**config.mk**
```make
export PLATFORM = sky130hd
export DESIGN_NAME = float_normalize_flat
export DESIGN_NICKNAME = d
export VERILOG_FILES = /design/src/rtl/float_pkg.sv /design/src/rtl/float_normalize_if.sv /design/src/rtl/float_normalize.sv /design/src/flat_wrapper.sv
export SDC_FILE = /design/constraint.sdc
export NUM_CORES = 1
export LEC_CHECK = 0
export CORE_ASPECT_RATIO = 0.8
export CORE_MARGIN = 3
export CORE_UTILIZATION = 40
export DETAILED_ROUTE_END_ITERATION = 16
export SETUP_SLACK_MARGIN = 0.2
export SLEW_MARGIN = 25
export SYNTH_ARGS = -nofsm -noshare
export SYNTH_HDL_FRONTEND = slang
export SYNTH_SLANG_ARGS = --single-unit
```
**constraint.sdc**
```tcl
create_clock -name Clock -period 3.06 [get_ports Clock]
set_input_delay 0.306 -clock Clock [delete_from_list [all_inputs] [get_ports Clock]]
set_output_delay 0.306 -clock Clock [all_outputs]
set_load 0.01 [all_outputs]
```
**src/rtl/float_pkg.sv**
```systemverilog
// Shared floating-point constants and the normalizer state encoding.
// The rounding stage imports the same widths so both stages agree on the format.
package float_pkg;

    localparam int N_MANT = 24;
    localparam int N_EXP  = 8;

    typedef enum logic [1:0] {
        IDLE  = 2'd0,
        SHIFT = 2'd1,
        DONE  = 2'd2
    } state_t;

endpackage

```
**src/rtl/float_normalize_if.sv**
```systemverilog
// Operand/result handshake bundle between the adder datapath, the normalizer and the rounding stage.
// The driver of raw operands uses master; the normalizer uses slave.
interface float_normalize_if #(
    parameter int n   = 24,
    parameter int exp = 8
);

    logic           inValid;
    logic           inReady;
    logic [n+2:0]   rawMant;
    logic [exp-1:0] rawExp;
    logic           outValid;
    logic           outReady;
    logic [n-1:0]   normMant;
    logic [exp-1:0] normExp;
    logic           R;
    logic           S;
    logic           overflow;
    logic           zero;

    modport master (
        output inValid, rawMant, rawExp, outReady,
        input  inReady, outValid, normMant, normExp, R, S, overflow, zero
    );

    modport slave (
        input  inValid, rawMant, rawExp, outReady,
        output inReady, outValid, normMant, normExp, R, S, overflow, zero
    );

endinterface

```
**src/rtl/float_normalize.sv**
```systemverilog
// Iterative post-add normalizer: one right shift for a carry, or one left shift per cycle
// until the hidden bit is set or the exponent bottoms out (denormal).
module float_normalize
    import float_pkg::*;
#(
    parameter int n   = N_MANT,
    parameter int exp = N_EXP
) (
    input logic              Clock,
    input logic              ResetN,
    float_normalize_if.slave bus
);

    localparam logic [exp-1:0] E_ONES = {exp{1'b1}};
    localparam logic [exp-1:0] E_ONE  = {{(exp-1){1'b0}}, 1'b1};
    localparam logic [exp-1:0] E_ZERO = {exp{1'b0}};
    localparam logic [exp-1:0] E_MAX  = E_ONES - E_ONE;
    localparam logic [n+2:0]   W_ZERO = {(n+3){1'b0}};

    state_t         state_r, state_s;
    logic [n+2:0]   w_r, w_s;
    logic [exp-1:0] e_r, e_s;

    logic           in_ready_r, in_ready_s;
    logic           out_valid_r, out_valid_s;
    logic [n-1:0]   norm_mant_r, norm_mant_s;
    logic [exp-1:0] norm_exp_r, norm_exp_s;
    logic           r_bit_r, r_bit_s;
    logic           s_bit_r, s_bit_s;
    logic           overflow_r, overflow_s;
    logic           zero_r, zero_s;

    logic           done_s;
    logic [n+2:0]   res_w_s;
    logic [exp-1:0] res_e_s;
    logic           res_ovf_s;
    logic           res_zero_s;
    logic [n+2:0]   w_shr_s;

    // Next-state, working-register and result-register logic.
    always_comb begin
        state_s     = state_r;
        w_s         = w_r;
        e_s         = e_r;
        in_ready_s  = in_ready_r;
        out_valid_s = out_valid_r;
        norm_mant_s = norm_mant_r;
        norm_exp_s  = norm_exp_r;
        r_bit_s     = r_bit_r;
        s_bit_s     = s_bit_r;
        overflow_s  = overflow_r;
        zero_s      = zero_r;
        done_s      = 1'b0;
        res_w_s     = w_r;
        res_e_s     = e_r;
        res_ovf_s   = 1'b0;
        res_zero_s  = 1'b0;
        // Carry right shift folds the dropped round bit into sticky.
        w_shr_s     = {1'b0, w_r[n+2:2], w_r[1] | w_r[0]};

        case (state_r)
            IDLE: begin
                if (bus.inValid && in_ready_r) begin
                    w_s        = bus.rawMant;
                    e_s        = bus.rawExp;
                    in_ready_s = 1'b0;
                    state_s    = SHIFT;
                end else begin
                    state_s = IDLE;
                end
            end
            SHIFT: begin
                if (e_r == E_ONES) begin
                    done_s = 1'b1;
                end else if (w_r == W_ZERO) begin
                    done_s     = 1'b1;
                    res_w_s    = W_ZERO;
                    res_e_s    = E_ZERO;
                    res_zero_s = 1'b1;
                end else if (w_r[n+2]) begin
                    if (e_r == E_MAX) begin
                        done_s    = 1'b1;
                        res_w_s   = W_ZERO;
                        res_e_s   = E_ONES;
                        res_ovf_s = 1'b1;
                    end else begin
                        done_s  = 1'b1;
                        w_s     = w_shr_s;
                        e_s     = e_r + E_ONE;
                        res_w_s = w_shr_s;
                        res_e_s = e_r + E_ONE;
                    end
                end else if (w_r[n+1]) begin
                    done_s = 1'b1;
                end else if (e_r <= E_ONE) begin
                    done_s  = 1'b1;
                    res_e_s = E_ZERO;
                end else begin
                    w_s = {w_r[n+1:0], 1'b0};
                    e_s = e_r - E_ONE;
                end

                if (done_s) begin
                    state_s     = DONE;
                    out_valid_s = 1'b1;
                    norm_mant_s = res_w_s[n+1:2];
                    r_bit_s     = res_w_s[1];
                    s_bit_s     = res_w_s[0];
                    norm_exp_s  = res_e_s;
                    overflow_s  = res_ovf_s;
                    zero_s      = res_zero_s;
                end else begin
                    state_s = SHIFT;
                end
            end
            DONE: begin
                if (bus.outReady) begin
                    state_s     = IDLE;
                    out_valid_s = 1'b0;
                    in_ready_s  = 1'b1;
                end else begin
                    state_s = DONE;
                end
            end
            default: begin
                state_s     = IDLE;
                out_valid_s = 1'b0;
                in_ready_s  = 1'b1;
            end
        endcase
    end

    // State, working registers and registered outputs; reset forces an idle, empty block.
    always_ff @(posedge Clock or negedge ResetN) begin
        if (!ResetN) begin
            state_r     <= IDLE;
            w_r         <= W_ZERO;
            e_r         <= E_ZERO;
            in_ready_r  <= 1'b1;
            out_valid_r <= 1'b0;
            norm_mant_r <= {n{1'b0}};
            norm_exp_r  <= E_ZERO;
            r_bit_r     <= 1'b0;
            s_bit_r     <= 1'b0;
            overflow_r  <= 1'b0;
            zero_r      <= 1'b0;
        end else begin
            state_r     <= state_s;
            w_r         <= w_s;
            e_r         <= e_s;
            in_ready_r  <= in_ready_s;
            out_valid_r <= out_valid_s;
            norm_mant_r <= norm_mant_s;
            norm_exp_r  <= norm_exp_s;
            r_bit_r     <= r_bit_s;
            s_bit_r     <= s_bit_s;
            overflow_r  <= overflow_s;
            zero_r      <= zero_s;
        end
    end

    assign bus.inReady  = in_ready_r;
    assign bus.outValid = out_valid_r;
    assign bus.normMant = norm_mant_r;
    assign bus.normExp  = norm_exp_r;
    assign bus.R        = r_bit_r;
    assign bus.S        = s_bit_r;
    assign bus.overflow = overflow_r;
    assign bus.zero     = zero_r;

endmodule
```
**src/flat_wrapper.sv**
```systemverilog
// flat-port wrapper written by rule: the top's interface ports become plain ports
module float_normalize_flat import float_pkg::*;
#(
    parameter int n   = N_MANT,
    parameter int exp = N_EXP
)
  (Clock, ResetN, bus_inValid, bus_rawMant, bus_rawExp, bus_outReady, bus_inReady, bus_outValid, bus_normMant, bus_normExp, bus_R, bus_S, bus_overflow, bus_zero);
  float_normalize_if #(.n(n), .exp(exp)) bus_i ();
  input logic Clock;
  input logic ResetN;
  input wire logic [$bits(bus_i.inValid)-1:0] bus_inValid;
  input wire logic [$bits(bus_i.rawMant)-1:0] bus_rawMant;
  input wire logic [$bits(bus_i.rawExp)-1:0] bus_rawExp;
  input wire logic [$bits(bus_i.outReady)-1:0] bus_outReady;
  output wire logic [$bits(bus_i.inReady)-1:0] bus_inReady;
  output wire logic [$bits(bus_i.outValid)-1:0] bus_outValid;
  output wire logic [$bits(bus_i.normMant)-1:0] bus_normMant;
  output wire logic [$bits(bus_i.normExp)-1:0] bus_normExp;
  output wire logic [$bits(bus_i.R)-1:0] bus_R;
  output wire logic [$bits(bus_i.S)-1:0] bus_S;
  output wire logic [$bits(bus_i.overflow)-1:0] bus_overflow;
  output wire logic [$bits(bus_i.zero)-1:0] bus_zero;
  assign bus_i.inValid = bus_inValid;
  assign bus_i.rawMant = bus_rawMant;
  assign bus_i.rawExp = bus_rawExp;
  assign bus_i.outReady = bus_outReady;
  assign bus_inReady = bus_i.inReady;
  assign bus_outValid = bus_i.outValid;
  assign bus_normMant = bus_i.normMant;
  assign bus_normExp = bus_i.normExp;
  assign bus_R = bus_i.R;
  assign bus_S = bus_i.S;
  assign bus_overflow = bus_i.overflow;
  assign bus_zero = bus_i.zero;
  float_normalize #(.n(n), .exp(exp)) u_core (.Clock(Clock), .ResetN(ResetN), .bus(bus_i));
endmodule
```
==> results.txt, run 1 <==
Area after DPL -> 0.005699 mm2
Root Buffer -> clkbuf_16
CP max FO -> 32
Clk slew on worst S/H paths -> 60 ps
Port Buffers -> 76
Clock skew -> 9.194 ps
Final period util -> 0.8671
H-tree depth -> 3
Yosys top cell area share -> 0.3851
Vias in the first global route -> 4,128
Die area -> 0.01338 mm2
Starting Density -> 0.4128
Post-DP HPWL -> 9369 um
CTS tree -> yes
Core outline area -> 0.01165 mm2
Die Width -> 128.6 um
Async SR Flop Fraction -> 1.000
Leakage -> 2.428 nW
Area Growth Syn to Fin -> 25.74%
Total power -> 5.746 mW
Failing checks -> negative hold slack
Fin Hold WS -> -3.200 ps
Largest cells by area after synthesis -> dfrtp_1 (39%), mux2_2 (7.7%), mux2_4 (6.9%), mux2i_1 (5.2%), nor2_1 (4.8%)
XOR/XNOR Fraction of Synth Area -> 0
Largest family of logic cells by synthesized area -> compound AO/OA/AOI/OAI gates
Largest net degree at the start of global routing -> 76
RSZ-0062 raised after global routing -> no
Outcome -> finished with violations
Crit path launch type -> register
Crit Path Class -> reg -> reg
Adder-cell area share of the yosys netlist -> 0.01041
Diode count -> 0
Synth warnings -> 0
Pins over their slew limit -> 0
Vias per inst -> 5.989
Residual DRC -> 0
Critical Path Sink Type -> register
Count of state elements after synthesis -> 75
Crit path DAT -> 2880 ps
Minimum clock period after layout -> 2653 ps
Most instantiated cells after synthesis -> dfrtp_1 (74), nor2_1 (61), nand2_1 (47)
Layout cells sized above 1 -> 0.1857
I/O pin cnt -> 77
Final setup vio count -> 0
Cells on worst reg2reg path -> 7
Compound-gate portion of the synthesized area -> 0.1991
Antenna Nets Post-Route -> 0
Syn_area_per_cell -> 9.714 um2
Final Wtd Congestion -> 0.8959
Final hold vios -> 1
Synthesized net count -> 538
DR vias -> 4,240
Drt first pass iters -> 5
Slew HR -> 0.5288
Starting DRT DRC Count -> 409
Final core utilization -> 0.5190
Pwr dens -> 950.4 mW/mm2
Worst skew pair latency -> 340 ps
Fmax achieved -> 376.9 MHz
Finished Cell Area -> 0.006046 mm2
Worst EP required -> 3280 ps
VDD IR max -> 0.4129 mV
# nets final -> 599
Mapped Area -> 0.004808 mm2
Post-Route WL -> 13,830 um
R2R Setup Slk -> 410 ps
Post-Synth Simple-Gate Area -> 0.1494
CTS max path bufs -> 2
RR Startpoint -> u_core.e_r[0]
Multiplexer area fraction after synthesis -> 0.1980
GRT Total Usage -> 0.2109
Hold-fix buffers, CTS -> 0
CTS Buf Count -> 9
Fill cell count -> 1,044
Vert. Die Dim -> 104.1 um
EDFF count, synth -> 0
CTS resizes -> 1
Routed len/inst -> 19.54 um
Worst flop-to-flop path endpoint -> u_core.w_r[20]
Cells after synthesis -> 495
Row count -> 35
Overflow left after global routing -> 0
Yosys top cell by area -> dfrtp_1
Initial antenna violation count -> 0
First-pass GRT wire length -> 22,690 um
Type of the most critical hold path -> in -> async
Setup TNS -> 0 ps
Netlist cell types -> 54
Max Cap Viol -> 0
Top_reg_cell synth -> dfrtp_1
Worst Tran Pin Value -> 706.9 ps
Clock Sinks -> 75
Most frequent cell after synthesis -> dfrtp_1
Sequential area share after synthesis -> 0.3906
Setup bufs post-CTS -> 0
==> layout by cell type (no fill, tap or decap), types with 3 or more instances in the layout <==
cell	synthesis	routed
a21oi_1	19	19
clkdlybuf4s50_1	0	75
clkbuf_16	0	9
a31oi_1	11	11
dfrtp_1	74	73
mux2i_1	25	25
nand4_1	5	5
mux2_4	22	22
a221o_1	3	3
mux2_2	33	33
o21ai_0	9	9
nor4_1	7	7
inv_1	9	9
bufinv_16	0	3
nand2_1	47	47
nor3_1	3	3
o22ai_1	8	8
buf_4	0	15
o31ai_1	29	29
ha_1	4	4
nand2b_1	5	5
nor2_1	61	61
nand3_1	8	8
a221oi_1	24	24
==> logic make-up after synthesis <==
logic type	Yosys count
fa+ha+maj	4
compound gates	130
mux	80
flops	75
buf+inv	52
simple gates	154
==> power breakdown <==
part	switching, mW	leakage [nW]	internal [mW]
logic	1.09	1.34	1.30
clock network	0.420	0.166	0.817
registers	0.667	0.922	1.45
==> worst max path at each step <==
stage / startpoint / endpoint / slack, ps / cells past startpoint
finish: u_core.e_r[0] / u_core.w_r[20] / 410 / 7
global route: u_core.e_r[0] / u_core.w_r[21] / 300 / 7
CTS: u_core.e_r[0] / u_core.w_r[21] / 440 / 7
detailed placement: u_core.e_r[0] / u_core.w_r[20] / 140 / 7
global placement: u_core.e_r[0] / u_core.w_r[20] / 230 / 7
floorplan: u_core.e_r[0] / u_core.w_r[10] / 520 / 10
==> state kept, by name (all words and copies together) (netlist names), 2 cells and up <==
| name | count |
|---|---|
| u_core.w_r | 27 |
| u_core.bus.normMant | 24 |
| u_core.bus.normExp | 8 |
| u_core.e_r | 8 |
| u_core.state_r | 2 |
==> metal layers <==
layer,global-route usage,share of wire,vias to the layer above
met1,0.3227,0.49,2092
met3,0.04158,0.065,15
li1,-,-,1971
met5,0,0,-
met2,0.3045,0.43,162
met4,0.05097,0.0088,0
==> critical path, cell delays in order, from the launching register on <==
cell,delay [ps]
dfrtp_1,500
inv_1,160
ha_1,250
o21ba_2,250
a31o_2,270
a22oi_2,140
and2_4,560
mux2_2,400
==> stage by stage <==
stage               setup WS [ps]  std cells
finish                      406.7        708
global route                298.8        708
CTS                         440.2        708
detailed placement          143.4        693
global placement            229.9        693
floorplan                   518.8        495
==> cell type report <==
class,count,area (um2),area share
Tap cell,148,185.2,0.03063
Multi-Input combinational cell,368,2691,0.4452
Clock inverter,4,98.84,0.01635
Timing Repair Buffer,93,914.6,0.1513
Inverter,9,33.78,0.005588
Sequential cell,75,1879,0.3108
Clock buffer,11,242.7,0.04015
Note: power is estimated with default switching activity, not from simulation.
==> inputs of run 2 (changes only) <==
--- a/config.mk
+++ b/config.mk
@@ -8,7 +8,9 @@
 export CORE_ASPECT_RATIO = 0.8
 export CORE_MARGIN = 3
 export CORE_UTILIZATION = 40
+export CTS_CLUSTER_SIZE = 10
 export DETAILED_ROUTE_END_ITERATION = 16
+export PLACE_DENSITY = 0.61
 export SETUP_SLACK_MARGIN = 0.2
 export SLEW_MARGIN = 25
 export SYNTH_ARGS = -nofsm -noshare
==> run 2 against run 1 <==
Effect of this change: the flow still finishes with violations (negative hold slack); setup slack worse by 63 ps; hold slack worse by 34 ps; utilization down 0.15 points; cell count up 0.42%; critical path type unchanged; largest cell class unchanged.
==> results.txt, run 2 (synthesized netlist as in run 1, its figures left out) <==
GRT Total Usage -> 0.2108
Hold-fix buffers, CTS -> 0
Most frequent cells in the layout -> clkdlybuf4s50_1 (75), dfrtp_1 (73), nor2_1 (61), nand2_1 (47), mux2_2 (33)
Failing checks -> negative hold slack
# nets final -> 601
CTS Buf Count -> 9
Residual DRC -> 0
Vias in the first global route -> 4,098
Fmax achieved -> 368.2 MHz
Post-Route WL -> 13,740 um
Vias per inst -> 5.966
Max Cap Viol -> 0
Pins over their slew limit -> 0
Leakage -> 2.422 nW
H-tree depth -> 3
Diode count -> 0
I/O pin cnt -> 77
Top reg by flops -> u_core.w_r
Total power -> 5.627 mW
RSZ-0062 raised after global routing -> no
CTS resizes -> 0
Clock Sinks -> 75
CTS max path bufs -> 2
Worst EP required -> 3290 ps
Drt first pass iters -> 5
CTS tree -> yes
Crit path launch type -> register
First-pass GRT wire length -> 22,290 um
Die Width -> 128.6 um
Largest net degree at the start of global routing -> 76
Worst Tran Pin Value -> 717.9 ps
CP max FO -> 16
Outcome -> finished with violations
Core outline area -> 0.01165 mm2
Die area -> 0.01338 mm2
Area of the multi-input gates -> 0.002690 mm2
Final hold vios -> 16
Minimum clock period after layout -> 2716 ps
Row count -> 35
Layout cells sized above 1 -> 0.1883
Overflow left after global routing -> 0
DR vias -> 4,242
Final period util -> 0.8876
Crit Path Class -> reg -> reg
Critical Path Sink Type -> register
Worst skew pair latency -> 340 ps
Port Buffers -> 76
Pwr dens -> 933.4 mW/mm2
Setup bufs post-CTS -> 0
Root Buffer -> clkbuf_16
Setup TNS -> 0 ps
Post-DP HPWL -> 9327 um
Routed len/inst -> 19.32 um
Largest register FFs -> 27
Fill cell count -> 1,045
VDD IR max -> 0.3613 mV
Fin Hold WS -> -37.27 ps
Final setup vio count -> 0
Most common cell after layout, fill and taps aside -> clkdlybuf4s50_1
Clock skew -> 6.146 ps
Initial antenna violation count -> 0
Final Wtd Congestion -> 0.8789
Starting DRT DRC Count -> 400
Antenna Nets Post-Route -> 0
Type of the most critical hold path -> in -> async
Storage cell area -> 0.001879 mm2
Clk slew on worst S/H paths -> 60 ps
Starting Density -> 0.4128
Vert. Die Dim -> 104.1 um
Slew HR -> 0.5214
Area Growth Syn to Fin -> 25.37%
Crit path DAT -> 2940 ps
## run 2: stage by stage
stage	setup WS, ps	utilization	hold slack (ps)	std cells	cell area [um2]
floorplan	518.8	-	10.41	495	4808
global placement	458.9	0.4905	488.0	695	5714
detailed placement	378.0	0.4905	485.7	695	5714
CTS	388.5	0.5172	168.9	711	6025
global route	213.0	0.5175	33.86	711	6028
finish	343.9	0.5175	-37.27	711	6028
## run 2: where the power goes
part	internal, mW	switching (mW)
sequential	1.45	0.639
clock	0.712	0.426
combinational	1.30	1.09
total	3.47	2.16
## run 2: final cells by class
cell class	count	share of cell area
clock buffers	11	0.03861
clock inverters	5	0.01287
inverters	9	0.005604
multi-input cells	368	0.4462
flip-flops and latches	75	0.3117
well taps	148	0.03072
repair buffers	95	0.1542
## run 2: per-layer routing
metal,up-vias,track usage,share of wire
met5,-,0,0
met4,0,0.05172,0.011
met3,15,0.04928,0.073
met1,2081,0.3230,0.49
li1,1980,-,-
met2,166,0.2981,0.43
## run 2: worst max-delay path, stage by stage, from the launching register on
cell	delay [ps]
dfrtp_1	490
inv_1	150
ha_1	210
and2_0	260
nand4_4	170
o22a_1	410
and2_2	230
buf_4	290
mux2_2	370
## run 2: path summary, 6_finish.rpt
check / startpoint / end / slack [ps] / cells past startpoint
max: u_core.e_r[0] / u_core.w_r[20] / 340 / 8
min: ResetN / u_core.bus.normMant[7] / -40 / 1
max reg2reg: u_core.e_r[0] / u_core.w_r[20] / 340 / 8
min reg2reg: u_core.bus.normExp[6] / u_core.bus.normExp[6] / 500 / 1
max in group asynchronous: ResetN / u_core.w_r[26] / 2550 / 1
min in group Clock: u_core.bus.normExp[6] / u_core.bus.normExp[6] / 500 / 1
==> inputs of run 3 (changes only) <==
--- a/config.mk
+++ b/config.mk
@@ -8,7 +8,7 @@
 export CORE_ASPECT_RATIO = 0.8
 export CORE_MARGIN = 3
 export CORE_UTILIZATION = 40
-export CTS_CLUSTER_SIZE = 10
+export CTS_CLUSTER_SIZE = 16
 export DETAILED_ROUTE_END_ITERATION = 16
 export PLACE_DENSITY = 0.61
 export SETUP_SLACK_MARGIN = 0.2
==> results of run 3 <==
Final layout, timing and power as in run 2 (identical DEF).
